### config.mk
export PLATFORM = sky130hd
export DESIGN_NAME = quad_encoder_array
export DESIGN_NICKNAME = d
export VERILOG_FILES = /design/src/rtl/enc_pkg.sv /design/src/rtl/enc_debounce.sv /design/src/rtl/quad_encoder_array.sv
export SDC_FILE = /design/constraint.sdc
export NUM_CORES = 1
export LEC_CHECK = 0
export CAP_MARGIN = 5
export CORE_MARGIN = 4
export CORE_UTILIZATION = 60
export CTS_BUF_LIST = sky130_fd_sc_hd__clkbuf_2
export DETAILED_ROUTE_END_ITERATION = 6
export PLACE_DENSITY = 0.8
export SLEW_MARGIN = 10
export SYNTH_ARGS = -nofsm -noshare
export SYNTH_HDL_FRONTEND = slang
export SYNTH_SLANG_ARGS = --single-unit
### constraint.sdc
create_clock -name clk -period 7.83 [get_ports clk]
set_clock_uncertainty 0.15 [all_clocks]
set_input_delay 0.783 -clock clk [delete_from_list [all_inputs] [get_ports clk]]
set_output_delay 0.783 -clock clk [all_outputs]
set_load 0.005 [all_outputs]
### src/rtl/enc_pkg.sv
// enc_pkg: shared Gray encodings, direction constants and quadrature step decode
package enc_pkg;
  localparam logic [1:0] ST_00 = 2'b00;
  localparam logic [1:0] ST_01 = 2'b01;
  localparam logic [1:0] ST_11 = 2'b11;
  localparam logic [1:0] ST_10 = 2'b10;
  localparam logic DIR_CW  = 1'b1;
  localparam logic DIR_CCW = 1'b0;
  typedef enum logic [1:0] {STEP_NONE, STEP_CW, STEP_CCW, STEP_ILL} step_e;
  // Clockwise successor of {a,b} is {b,~a}; both bits flipping at once is illegal.
  function automatic step_e step_decode(input logic [1:0] prev, input logic [1:0] cur);
    return (prev == cur) ? STEP_NONE :
           ((prev ^ cur) == 2'b11) ? STEP_ILL :
           (cur == {prev[0], ~prev[1]}) ? STEP_CW : STEP_CCW;
  endfunction
endpackage

### src/rtl/enc_debounce.sv
// enc_debounce: 2-FF synchroniser followed by a stability-counting debouncer
module enc_debounce #(
  parameter int DEB_CYCLES = 16
) (
  input  logic clk,
  input  logic rst,
  input  logic raw_i,
  output logic deb_o
);
  localparam int CW = (DEB_CYCLES > 2) ? $clog2(DEB_CYCLES) : 1;
  logic s1_q, s2_q, deb_q, deb_d, hit;
  logic [CW-1:0] cnt_q, cnt_d;
  // Count consecutive samples that differ from the output; any agreement restarts the count.
  always_comb begin
    hit = (s2_q != deb_q) && (cnt_q == CW'(DEB_CYCLES - 1));
    cnt_d = (s2_q == deb_q || hit) ? '0 : cnt_q + 1'b1;
    deb_d = hit ? s2_q : deb_q;
  end
  // Synchroniser, stability counter and debounced level.
  always_ff @(posedge clk or posedge rst) begin
    if (rst) begin
      s1_q <= 1'b0;
      s2_q <= 1'b0;
      cnt_q <= '0;
      deb_q <= 1'b0;
    end else begin
      s1_q <= raw_i;
      s2_q <= s1_q;
      cnt_q <= cnt_d;
      deb_q <= deb_d;
    end
  end
  assign deb_o = deb_q;
endmodule

### src/rtl/quad_encoder_array.sv
// quad_encoder_array: multi-channel debounced quadrature decoder with counters and buttons
module quad_encoder_array #(
  parameter int CHANNELS   = 2,
  parameter int CNT_W      = 8,
  parameter int MAX        = 120,
  parameter int DEB_CYCLES = 16,
  parameter int WRAP       = 1,
  parameter int X4         = 0
) (
  input  logic                      clk,
  input  logic                      rst,
  input  logic [CHANNELS-1:0]       a_in,
  input  logic [CHANNELS-1:0]       b_in,
  input  logic [CHANNELS-1:0]       btn_in,
  output logic [CHANNELS*CNT_W-1:0] count,
  output logic [CHANNELS-1:0]       dir,
  output logic [CHANNELS-1:0]       step,
  output logic [CHANNELS-1:0]       btn_press,
  output logic [CHANNELS-1:0]       err
);
  import enc_pkg::*;
  logic [3*CHANNELS-1:0] raw, deb;
  assign raw = {btn_in, b_in, a_in};
  for (genvar i = 0; i < 3 * CHANNELS; i++) begin : g_deb
    enc_debounce #(.DEB_CYCLES(DEB_CYCLES)) u_deb (
      .clk(clk), .rst(rst), .raw_i(raw[i]), .deb_o(deb[i])
    );
  end
  for (genvar c = 0; c < CHANNELS; c++) begin : g_ch
    logic [1:0] st_q, cur;
    step_e sd;
    logic [CNT_W-1:0] cnt_q, cnt_d, inc, dec;
    logic btn_q, press_d, press_q, step_d, step_q, dir_d, dir_q, err_d, err_q;
    // Decode the debounced Gray transition, apply bounds, and let a button press clear count and err.
    always_comb begin
      cur = {deb[c], deb[CHANNELS+c]};
      sd = step_decode(st_q, cur);
      press_d = deb[2*CHANNELS+c] & ~btn_q;
      step_d = (sd == STEP_CW || sd == STEP_CCW) && (X4 != 0 || cur == ST_00);
      inc = (cnt_q == CNT_W'(MAX)) ? ((WRAP != 0) ? '0 : cnt_q) : cnt_q + 1'b1;
      dec = (cnt_q == '0) ? ((WRAP != 0) ? CNT_W'(MAX) : cnt_q) : cnt_q - 1'b1;
      cnt_d = press_d ? '0 : !step_d ? cnt_q : (sd == STEP_CW) ? inc : dec;
      dir_d = step_d ? ((sd == STEP_CW) ? DIR_CW : DIR_CCW) : dir_q;
      err_d = !press_d && (err_q || sd == STEP_ILL);
    end
    // Per-channel registered state and outputs.
    always_ff @(posedge clk or posedge rst) begin
      if (rst) begin
        st_q <= ST_00;
        btn_q <= 1'b0;
        cnt_q <= '0;
        dir_q <= 1'b0;
        step_q <= 1'b0;
        press_q <= 1'b0;
        err_q <= 1'b0;
      end else begin
        st_q <= cur;
        btn_q <= deb[2*CHANNELS+c];
        cnt_q <= cnt_d;
        dir_q <= dir_d;
        step_q <= step_d;
        press_q <= press_d;
        err_q <= err_d;
      end
    end
    assign count[c*CNT_W +: CNT_W] = cnt_q;
    assign dir[c] = dir_q;
    assign step[c] = step_q;
    assign btn_press[c] = press_q;
    assign err[c] = err_q;
  end
endmodule

# After elaboration in Yosys (flattened, before gate mapping)

Index checks and enable logic that the tools add are counted.

Flip-flop bits (word level): 72
Input port bits: 8
Word-level logic and storage cells: 140

$add $sub $neg: 10
Equality and inequality tests: 32
Mux-type cells: 24
Bitwise gates (word level): 8
Reductions and logical operators: 28

Operators with widths:

| kind                                                | count |
|---|---|
| two-way mux 8 bit                                   | 10 |
| adder 4 x 1 -> 4 bit, second input constant         | 6 |
| equality test 4 bit, second input constant          | 6 |
| two-way mux 4 bit                                   | 6 |
| adder 8 x 1 -> 8 bit, second input constant         | 2 |
| equality test 8 x 7 -> 1 bit, second input constant | 2 |
| zero test 8 bit                                     | 2 |
| subtractor 8 x 1 -> 8 bit, second input constant    | 2 |
| equality test 2 bit, second input constant          | 6 |
| two-way mux 2 bit                                   | 6 |
| logical AND 1 bit                                   | 10 |
| logical OR 1 bit                                    | 10 |
| equality test 2 bit                                 | 4 |
| equality test 1 bit                                 | 6 |
| inequality test 1 bit                               | 6 |
| equality test 2 x 1 -> 1 bit, second input constant | 2 |
| zero test 2 bit                                     | 2 |
| inverter 1 bit                                      | 4 |
| nonzero test 2 bit                                  | 2 |
| bitwise XOR 2 bit                                   | 2 |
| bitwise AND 1 bit                                   | 2 |
| zero test 1 bit                                     | 2 |
| two-way mux 1 bit                                   | 2 |

# Longest topological paths before layout

Gate-level depths: netlist of the first run.

Depth after elaboration: 10
Depth in mapped cells: 9
Mapped depth without buffers: 8

# Cells and area by module

A second synthesis of the first run with hierarchy kept.

Cells, all modules: 358
Area total of the unflattened synthesis: 3646.0 um^2

By module, submodules not included:

| module             | instances | cells an instance | area an instance (um^2) | seq. area each (um^2) |
|---|---|---|---|---|
| quad_encoder_array | 1         | 232               | 2062.0                  | 750.7 |
| enc_debounce       | 6         | 21                | 264.0                   | 175.2 |

# Worst setup path after synthesis of the first run

OpenSTA, ideal clock, no wires.

Path type: reg2reg
Start: register g_deb[3].u_deb.deb_q
End: register g_ch[1].cnt_q[7]
Data arrival time: 2.239 ns
Path slack: 5.359 ns
Cell stages (with the launch flop): 8
Clock period less this slack: 2.471 ns
Cells stage by stage: dfrtp_1 -> xor2_1 -> inv_1 -> ha_1 -> or4_1 -> buf_2 -> or4_1 -> a31oi_1

Longest elaborated chain between the ends: 8

Ends and longest elaborated chain:

| what                                                                       | RTL line                                           | text |
|---|---|---|
| from (decl)                                                                | enc_debounce.sv:11                                 | `logic s1_q, s2_q, deb_q, deb_d, hit;` |
| from (signal assigned)                                                     | enc_debounce.sv:25                                 | `deb_q <= 1'b0;` |
| from (signal assigned)                                                     | enc_debounce.sv:30                                 | `deb_q <= deb_d;` |
| equality test 2 bit / bitwise XOR 2 bit (equally long branches)            | enc_pkg.sv:14, enc_pkg.sv:13                       |  |
| two-way mux 2 bit / equality test 2 bit (equally long branches)            | enc_pkg.sv:14, enc_pkg.sv:13                       |  |
| two-way mux 2 bit                                                          | enc_pkg.sv:13                                      | `((prev ^ cur) == 2'b11) ? STEP_ILL :` |
| two-way mux 2 bit                                                          | enc_pkg.sv:12                                      | `return (prev == cur) ? STEP_NONE :` |
| equality test 2 x 1 -> 1 bit / equality test 2 bit (equally long branches) | quad_encoder_array.sv:39, quad_encoder_array.sv:42 |  |
| two-way mux 8 bit / logical OR 1 bit (equally long branches)               | quad_encoder_array.sv:42, quad_encoder_array.sv:39 |  |
| two-way mux 8 bit / logical AND 1 bit (equally long branches)              | quad_encoder_array.sv:42, quad_encoder_array.sv:39 |  |
| two-way mux 8 bit / nonzero test 2 bit (equally long branches)             | --                                                 |  |
| to (signal assigned)                                                       | quad_encoder_array.sv:59                           | `cnt_q <= cnt_d;` |
| to (decl)                                                                  | quad_encoder_array.sv:32                           | `logic [CNT_W-1:0] cnt_q, cnt_d, inc, dec;` |

Several ways; a longest one is shown, not always the timed one. The select of a mux whose other input is x is not followed.
A chain may end at the register's enable or synchronous reset.

# Final worst setup path of the first run

Start: register g_ch[0].cnt_q[3]
End: output count[3]

RTL lines:

| what                   | RTL line                 | text |
|---|---|---|
| from (decl)            | quad_encoder_array.sv:32 |  |
| from (signal assigned) | quad_encoder_array.sv:59 |  |
| to (decl)              | quad_encoder_array.sv:15 | `output logic [CHANNELS*CNT_W-1:0] count,` |

No word-level cell between the ends.

==> results.toml, run 1 <==
[sta]
timing.setup.tns_ns = 0
rsz0062_at_grt = "false"
period_needed_ns = 2.702
clock.fmax_mhz = 370.1
period_share = 0.3451
finalSetupViolCount = 0
relSlewSlack = 0.4292
finalHoldViolCount = 0
slew_violations = 0
worst_pin_slew_ns = 0.8562

[routing]
antenna_left = 0
dr_wl_met3_um = 363
drt-vias-per-instance = 5.738
drt-met1-wl_um = 2836
wl_met2_um = 2946
top_layer_used = "met4"
vias = 2628
drc_errors = 0
drtIter0Drc = 160
totalWireLength_um = 6228
drtPass1Iterations = 4
wl_per_cell_um = 13.60

[synth]
dominantRegCellSynth = "dfrtp_1"
yosysTopAreaCell = "dfrtp_1"
ys_ff_latch = 72
synthArstFlopShare = 1.000
synthDistinctLibCells = 43
netlist_instances = 359
synth_area_leaders = "dfrtp_1 (50%), ha_1 (5.6%), nor2_1 (4.7%)"
ys_warn_count = 0
synth.cell_area_mm2 = 0.003590
synth_area_per_cell_um2 = 9.999
synth_fp_nets = 383
synth_top_area_share = 0.5019
synth_edf_count = 0
seq_area_frac_synth = 0.5019

[global_routing]
grt_pass1_vias = 2465
grt_pass1_wl_um = 11040
overflow = 0
grt_start_max_net_pins = 73
antenna_found_initial = 0
track_usage = 0.1890

[clocking]
clk_path_buf_depth = 2
cts.sink_count = 72
numCtsBuffers = 9
clk_latency_ns = 0.51
cts_max_level = 3
clock-root-buffer = "clkbuf_2"
post_cts_resized = 0
path_clk_slew_ns = 0.22
cts_tree = "built"
cts.hold.buffers_added = 0
postCtsSetupBuffers = 0

[worst_setup_path]
worst-path-buf-inv = 1
worstSetupPathType = "reg2out"
critical_path.startpoint = "g_ch[0].cnt_q[3]"
crit_path_max_incr_delay_ns = 0.66
path_cells = "clkdlybuf4s50_1"
start_kind = "register"
worst_ep_arrival_time_ns = 1.77
endpoint_kind = "primary output"
crit_slowest_cell = "dfrtp_1"
required_ns = 6.90
cp_max_fo = 14
r2r-start = "g_deb[3].u_deb.deb_o"
cpLargestDelayFamily = "flip-flops"

[power_and_ir_drop]
leakage_nw = 1.848
power_density_mw_per_mm2 = 185.9
ir_worst_vdd_mv = 0.1346

[die]
coreArea_mm2 = 0.005642
die_h_um = 85.35
start_util = 0.6363
io_pins = 32
die_w_um = 85.35
dieArea_mm2 = 0.007285
std_cell_rows = 27

[cells_and_area]
final_area_mm2 = 0.004005
drive_above_1_share = 0.08808
layout.nets = 405
num-fill-cells = 417
n_antenna_cell = 0
areaGrowthSynthToFinish_pct = 11.57

[placement]
gp_congestion = 0.8863
placed_area_mm2 = 0.003887
port_buffers = 31
dp_hpwl_um = 4228

[run]
drv_cap = 0

[min_path]
hold_path.class = "reg2reg"
hp-start = "g_deb[0].u_deb.s1_q"

[outcome]
status = "finished, final reports clean"
cell type report:
class	count	area [um2]	share of cell area
clock buffers	9	45.04	0.01125
inverters	20	75.07	0.01874
well taps	72	90.09	0.02249
multi-input cells	246	1603	0.4002
repair buffers	32	317.8	0.07935
flip-flops and latches	72	1802	0.4499
clock inverters	7	72.57	0.01812
state kept, by name (all words and copies together) (netlist names):
register and cells:
g_deb.u_deb.deb_o 6, g_deb.u_deb.s1_q 6, g_ch.btn_q 2, g_deb.u_deb.s2_q 6, g_ch.cnt_q 16, g_ch.err_q 2
g_ch.dir_q 2, g_ch.press_q 2, g_deb.u_deb.cnt_q 24, g_ch.step_q 2, g_ch.st_q 4
cell usage after synthesis (3+ instances only):
cell type / instances
nand2b_1: 4
a21oi_1: 14
xnor2_1: 15
nor2b_1: 5
ha_1: 16
and3_1: 4
inv_1: 19
buf_4: 8
nand4_1: 3
a31oi_1: 8
nor4_1: 8
a211oi_1: 5
nor2_1: 45
nor3_1: 12
dfrtp_1: 72
or4_1: 3
clkbuf_1: 12
nand2_1: 21
mux2_2: 7
a31o_2: 7
xor2_1: 13
nand3_1: 20
o211ai_1: 4
o21ai_0: 12
stage by stage:
| stage | std cells | power, mW | setup WS [ns] | hold slack, ns | util |
|---|---|---|---|---|---|
| 6_report | 458 | 0.7445 | 5.128 | 0.2225 | 0.7099 |
| 3_3_place_gp | 442 | 0.5354 | 5.241 | 0.1828 | 0.6891 |
| 2_1_floorplan | 359 | 0.5000 | 5.072 | 0.1812 | - |
| 3_5_place_dp | 442 | 0.5398 | 5.144 | 0.1847 | 0.6891 |
| 4_1_cts | 458 | 0.7496 | 5.118 | 0.2247 | 0.7099 |
| 5_1_grt | 458 | 0.7908 | 4.921 | 0.2307 | 0.7099 |
cells by family after synthesis:
| family | Yosys count | share of synthesized area |
|---|---|---|
| AO/OA/AOI/OAI | 60 | 0.1108 |
| XOR/XNOR | 28 | 0.06832 |
| adder cells (fa/ha/maj) | 16 | 0.05577 |
| buffers and inverters | 41 | 0.05158 |
| flip-flops | 72 | 0.5019 |
| multiplexers | 9 | 0.02754 |
| AND/OR/NAND/NOR | 133 | 0.1840 |
path summary, 6_finish.rpt:
| path | endpoint | depth (start not counted) | slack, ns |
|---|---|---|---|
| hold / removal | g_deb[0].u_deb.s2_q | 0 | 0.22 |
| setup reg to reg | g_ch[1].cnt_q[7] | 6 | 5.15 |
| setup / recovery | count[3] | 1 | 5.13 |
| min in group asynchronous | g_ch[0].cnt_q[6] | 3 | 0.65 |
| max in group asynchronous | g_deb[3].u_deb.cnt_q[3] | 3 | 6.29 |
| hold reg to reg | g_deb[0].u_deb.s2_q | 0 | 0.22 |
cells in the final DEF (no fill, tap or decap), drive strengths merged, types with 2 or more instances in the layout:
cell type | Yosys | final
a211oi | 5 | 5
a21oi | 14 | 14
a311oi | 2 | 2
a31o | 7 | 7
a31oi | 8 | 8
a41oi | 2 | 2
and3 | 4 | 4
clkbuf | 12 | 9
clkdlybuf4s50 | 0 | 31
clkinv | 1 | 6
dfrtp | 72 | 72
ha | 16 | 16
inv | 19 | 19
mux2 | 7 | 7
mux2i | 2 | 2
nand2 | 21 | 21
nand2b | 4 | 4
nand3 | 20 | 20
nand4 | 3 | 3
nor2 | 45 | 45
nor2b | 5 | 5
nor3 | 12 | 12
nor4 | 9 | 9
o211ai | 4 | 4
o21ai | 12 | 12
or4 | 3 | 3
xnor2 | 15 | 15
xor2 | 13 | 13
power breakdown:
group | internal [mW] | total [mW] | switching (mW)
logic | 0.0570 | 0.119 | 0.0615
clock network | 0.0737 | 0.211 | 0.138
registers | 0.390 | 0.415 | 0.0244
routing by layer:
layer / global-route usage / up-vias
met1: 0.2510 / 1249
met3: 0.04369 / 8
met4: 0.08777 / 0
met5: 0 / -
li1: - / 1296
met2: 0.2945 / 75
Power figures use the tool's default switching activity.
==> run 2: changes to the inputs <==
--- a/config.mk
+++ b/config.mk
@@ -7,10 +7,10 @@
 export LEC_CHECK = 0
 export CAP_MARGIN = 5
 export CORE_MARGIN = 4
-export CORE_UTILIZATION = 60
+export CORE_UTILIZATION = 54
 export CTS_BUF_LIST = sky130_fd_sc_hd__clkbuf_2
 export DETAILED_ROUTE_END_ITERATION = 6
-export PLACE_DENSITY = 0.8
+export PLACE_DENSITY = 0.75
 export SLEW_MARGIN = 10
 export SYNTH_ARGS = -nofsm -noshare
 export SYNTH_HDL_FRONTEND = slang
==> constraint.sdc (replaced) <==
create_clock -name clk -period 2.46 [get_ports clk]
set_clock_uncertainty 0.15 [all_clocks]
set_input_delay 0.246 -clock clk [delete_from_list [all_inputs] [get_ports clk]]
set_output_delay 0.246 -clock clk [all_outputs]
set_load 0.005 [all_outputs]
==> run 2 against run 1 <==
Compared with the run above: critical path depth rose by 5; setup slack worse by 5.0 ns; via count grew 2.3%; final cell count up 5.5%; sequential power rose to 3.2 times the previous value; largest power group unchanged; clock-buffer cell count unchanged.
==> results.toml, run 2 (same netlist as run 1, synthesis figures left out) <==
[sta]
slew_violations = 0
worst_pin_slew_ns = 0.8051
period_needed_ns = 2.320
period_share = 0.9430
finalHoldViolCount = 0
rsz0062_at_grt = "false"
relSlewSlack = 0.4622
setup_ws_ns = 0.1402
finalSetupViolCount = 0
hold_ws_ns = 0.2273
timing.setup.tns_ns = 0
clock.fmax_mhz = 431.1

[clocking]
numCtsBuffers = 9
cts.sink_count = 72
clk_path_buf_depth = 2
cts_tree = "built"
cts_max_level = 3
clock-root-buffer = "clkbuf_2"
clk_latency_ns = 0.52
path_clk_slew_ns = 0.21
postCtsSetupBuffers = 0

[global_routing]
antenna_found_initial = 0
grt_pass1_wl_um = 11270
overflow = 0
grt_pass1_vias = 2512
grt_start_max_net_pins = 73
track_usage = 0.1816

[cells_and_area]
fin_cells = 483
drive_above_1_share = 0.1330
final_common_cell = "dfrtp_1"
largest_reg_flops = 24
areaGrowthSynthToFinish_pct = 17.71
reg_top3 = "g_deb.u_deb.cnt_q: 24 flops, g_ch.cnt_q: 16 flops"
n_antenna_cell = 0
final_core_util = 0.6616
num-fill-cells = 513
layout_common_cells = "dfrtp_1 (71), nor2_1 (45), clkdlybuf4s50_1 (31)"
layout.nets = 425
regMostFlops = "g_deb.u_deb.cnt_q"

[placement]
dp_hpwl_um = 4540
port_buffers = 31
detailedPlace.worstSlack_ns = 0.02467
dp.cells = 460
gp_congestion = 0.8549

[outcome]
status = "finished, final reports clean"

[routing]
vias = 2688
drc_errors = 0
totalWireLength_um = 6577
drtIter0Drc = 116
drt-vias-per-instance = 5.565
wl_per_cell_um = 13.62
drtPass1Iterations = 4
antenna_left = 0

[die]
std_cell_rows = 29
dieArea_mm2 = 0.008016
io_pins = 32
start_util = 0.5621
coreArea_mm2 = 0.006386
die_h_um = 89.53
die_w_um = 89.53

[power_and_ir_drop]
ir_worst_vdd_mv = 0.4254
power_density_mw_per_mm2 = 578.3
leakage_nw = 1.945

[worst_setup_path]
worst_ep_arrival_time_ns = 2.63
worstSetupPathType = "reg2reg"
required_ns = 2.77
endpoint_kind = "register"
crit_slowest_cell = "or4_4"
path_cells = "xor2_2 > inv_1 > ha_2 > or4_4 > or4_1 > a31oi_1"
crit_path_max_incr_delay_ns = 0.54
cp_max_fo = 3
start_kind = "register"

[min_path]
hold_path.class = "reg2reg"

[run]
drv_cap = 0
==> run 2: cell count changes in the layout (fill, tap and decap cells not counted), sizes merged <==
cell | before | now
clkinv | 6 | 3
inv | 19 | 21
dlygate4sd3 | 0 | 7
buf | 1 | 14
clkinvlp | 1 | 2
==> run 2: worst paths after layout <==
check	cells past startpoint	slack, ns	to	startpoint
worst min-delay path	0	0.23	g_deb[3].u_deb.s2_q	g_deb[3].u_deb.s1_q
worst max-delay path	6	0.14	g_ch[1].cnt_q[7]	g_deb[3].u_deb.deb_o
worst max register to register	6	0.14	g_ch[1].cnt_q[7]	g_deb[3].u_deb.deb_o
worst min register to register	0	0.23	g_deb[3].u_deb.s2_q	g_deb[3].u_deb.s1_q
min in group asynchronous	4	0.48	g_deb[3].u_deb.cnt_q[2]	rst
max in group asynchronous	4	1.35	g_deb[0].u_deb.deb_o	rst
==> run 2: power by group <==
group / switching, mW / internal (mW) / leakage [nW] / total, mW
combinational: 0.220 / 0.207 / 0.915 / 0.427
clock: 0.466 / 0.245 / 0.0691 / 0.711
sequential: 0.0638 / 1.24 / 0.960 / 1.31
==> run 2: worst max-delay path, delay by kind of cell, from the launching register on <==
| family | cells | cell delay [ns] |
|---|---|---|
| simple gates | 2 | 1.02 |
| flops | 1 | 0.45 |
| xor+xnor | 1 | 0.22 |
| fa+ha+maj | 1 | 0.21 |
| compound gates | 1 | 0.17 |
| buf+inv | 1 | 0.07 |
==> run 2: layout make-up <==
cell class,instances,area [um2],area share
clock inverter,7,80.08,0.01895
inverter,20,75.07,0.01777
tap,77,96.34,0.02280
sequential,72,1803,0.4267
clock buffer,9,45.04,0.01066
timing repair buffer,52,498.0,0.1179
multi-input combinational,246,1628,0.3853
==> run 2: per-stage QoR <==
step                      area [um2]  total power [mW]
after floorplan                 3597             1.592
after global placement          4011             1.728
after detailed placement        4011             1.742
after CTS                       4214             2.457
after global routing            4225             2.577
final                           4225             2.444
==> run 2: what timing repair did <==
item	in CTS	in global routing
pin swaps	0	3
hold endpoints to repair	78	0
hold buffers	7	0
gates resized for setup	1	4
setup endpoints to repair	1	5
==> run 2: routing by layer <==
metal  wire length, um  GRT usage  vias up
li1                  -          -     1334
met1              2997     0.2454     1278
met2              3155     0.2873       65
met3               303    0.03134       11
met4               121    0.08119        0
met5                 0          0        -
==> run 3: changes to the inputs <==
--- a/config.mk
+++ b/config.mk
@@ -9,6 +9,7 @@
 export CORE_MARGIN = 4
 export CORE_UTILIZATION = 54
 export CTS_BUF_LIST = sky130_fd_sc_hd__clkbuf_2
+export CTS_CLUSTER_SIZE = 14
 export DETAILED_ROUTE_END_ITERATION = 6
 export PLACE_DENSITY = 0.75
 export SLEW_MARGIN = 10
==> results of run 3 <==
Final layout, timing and power as in run 2 (identical DEF).
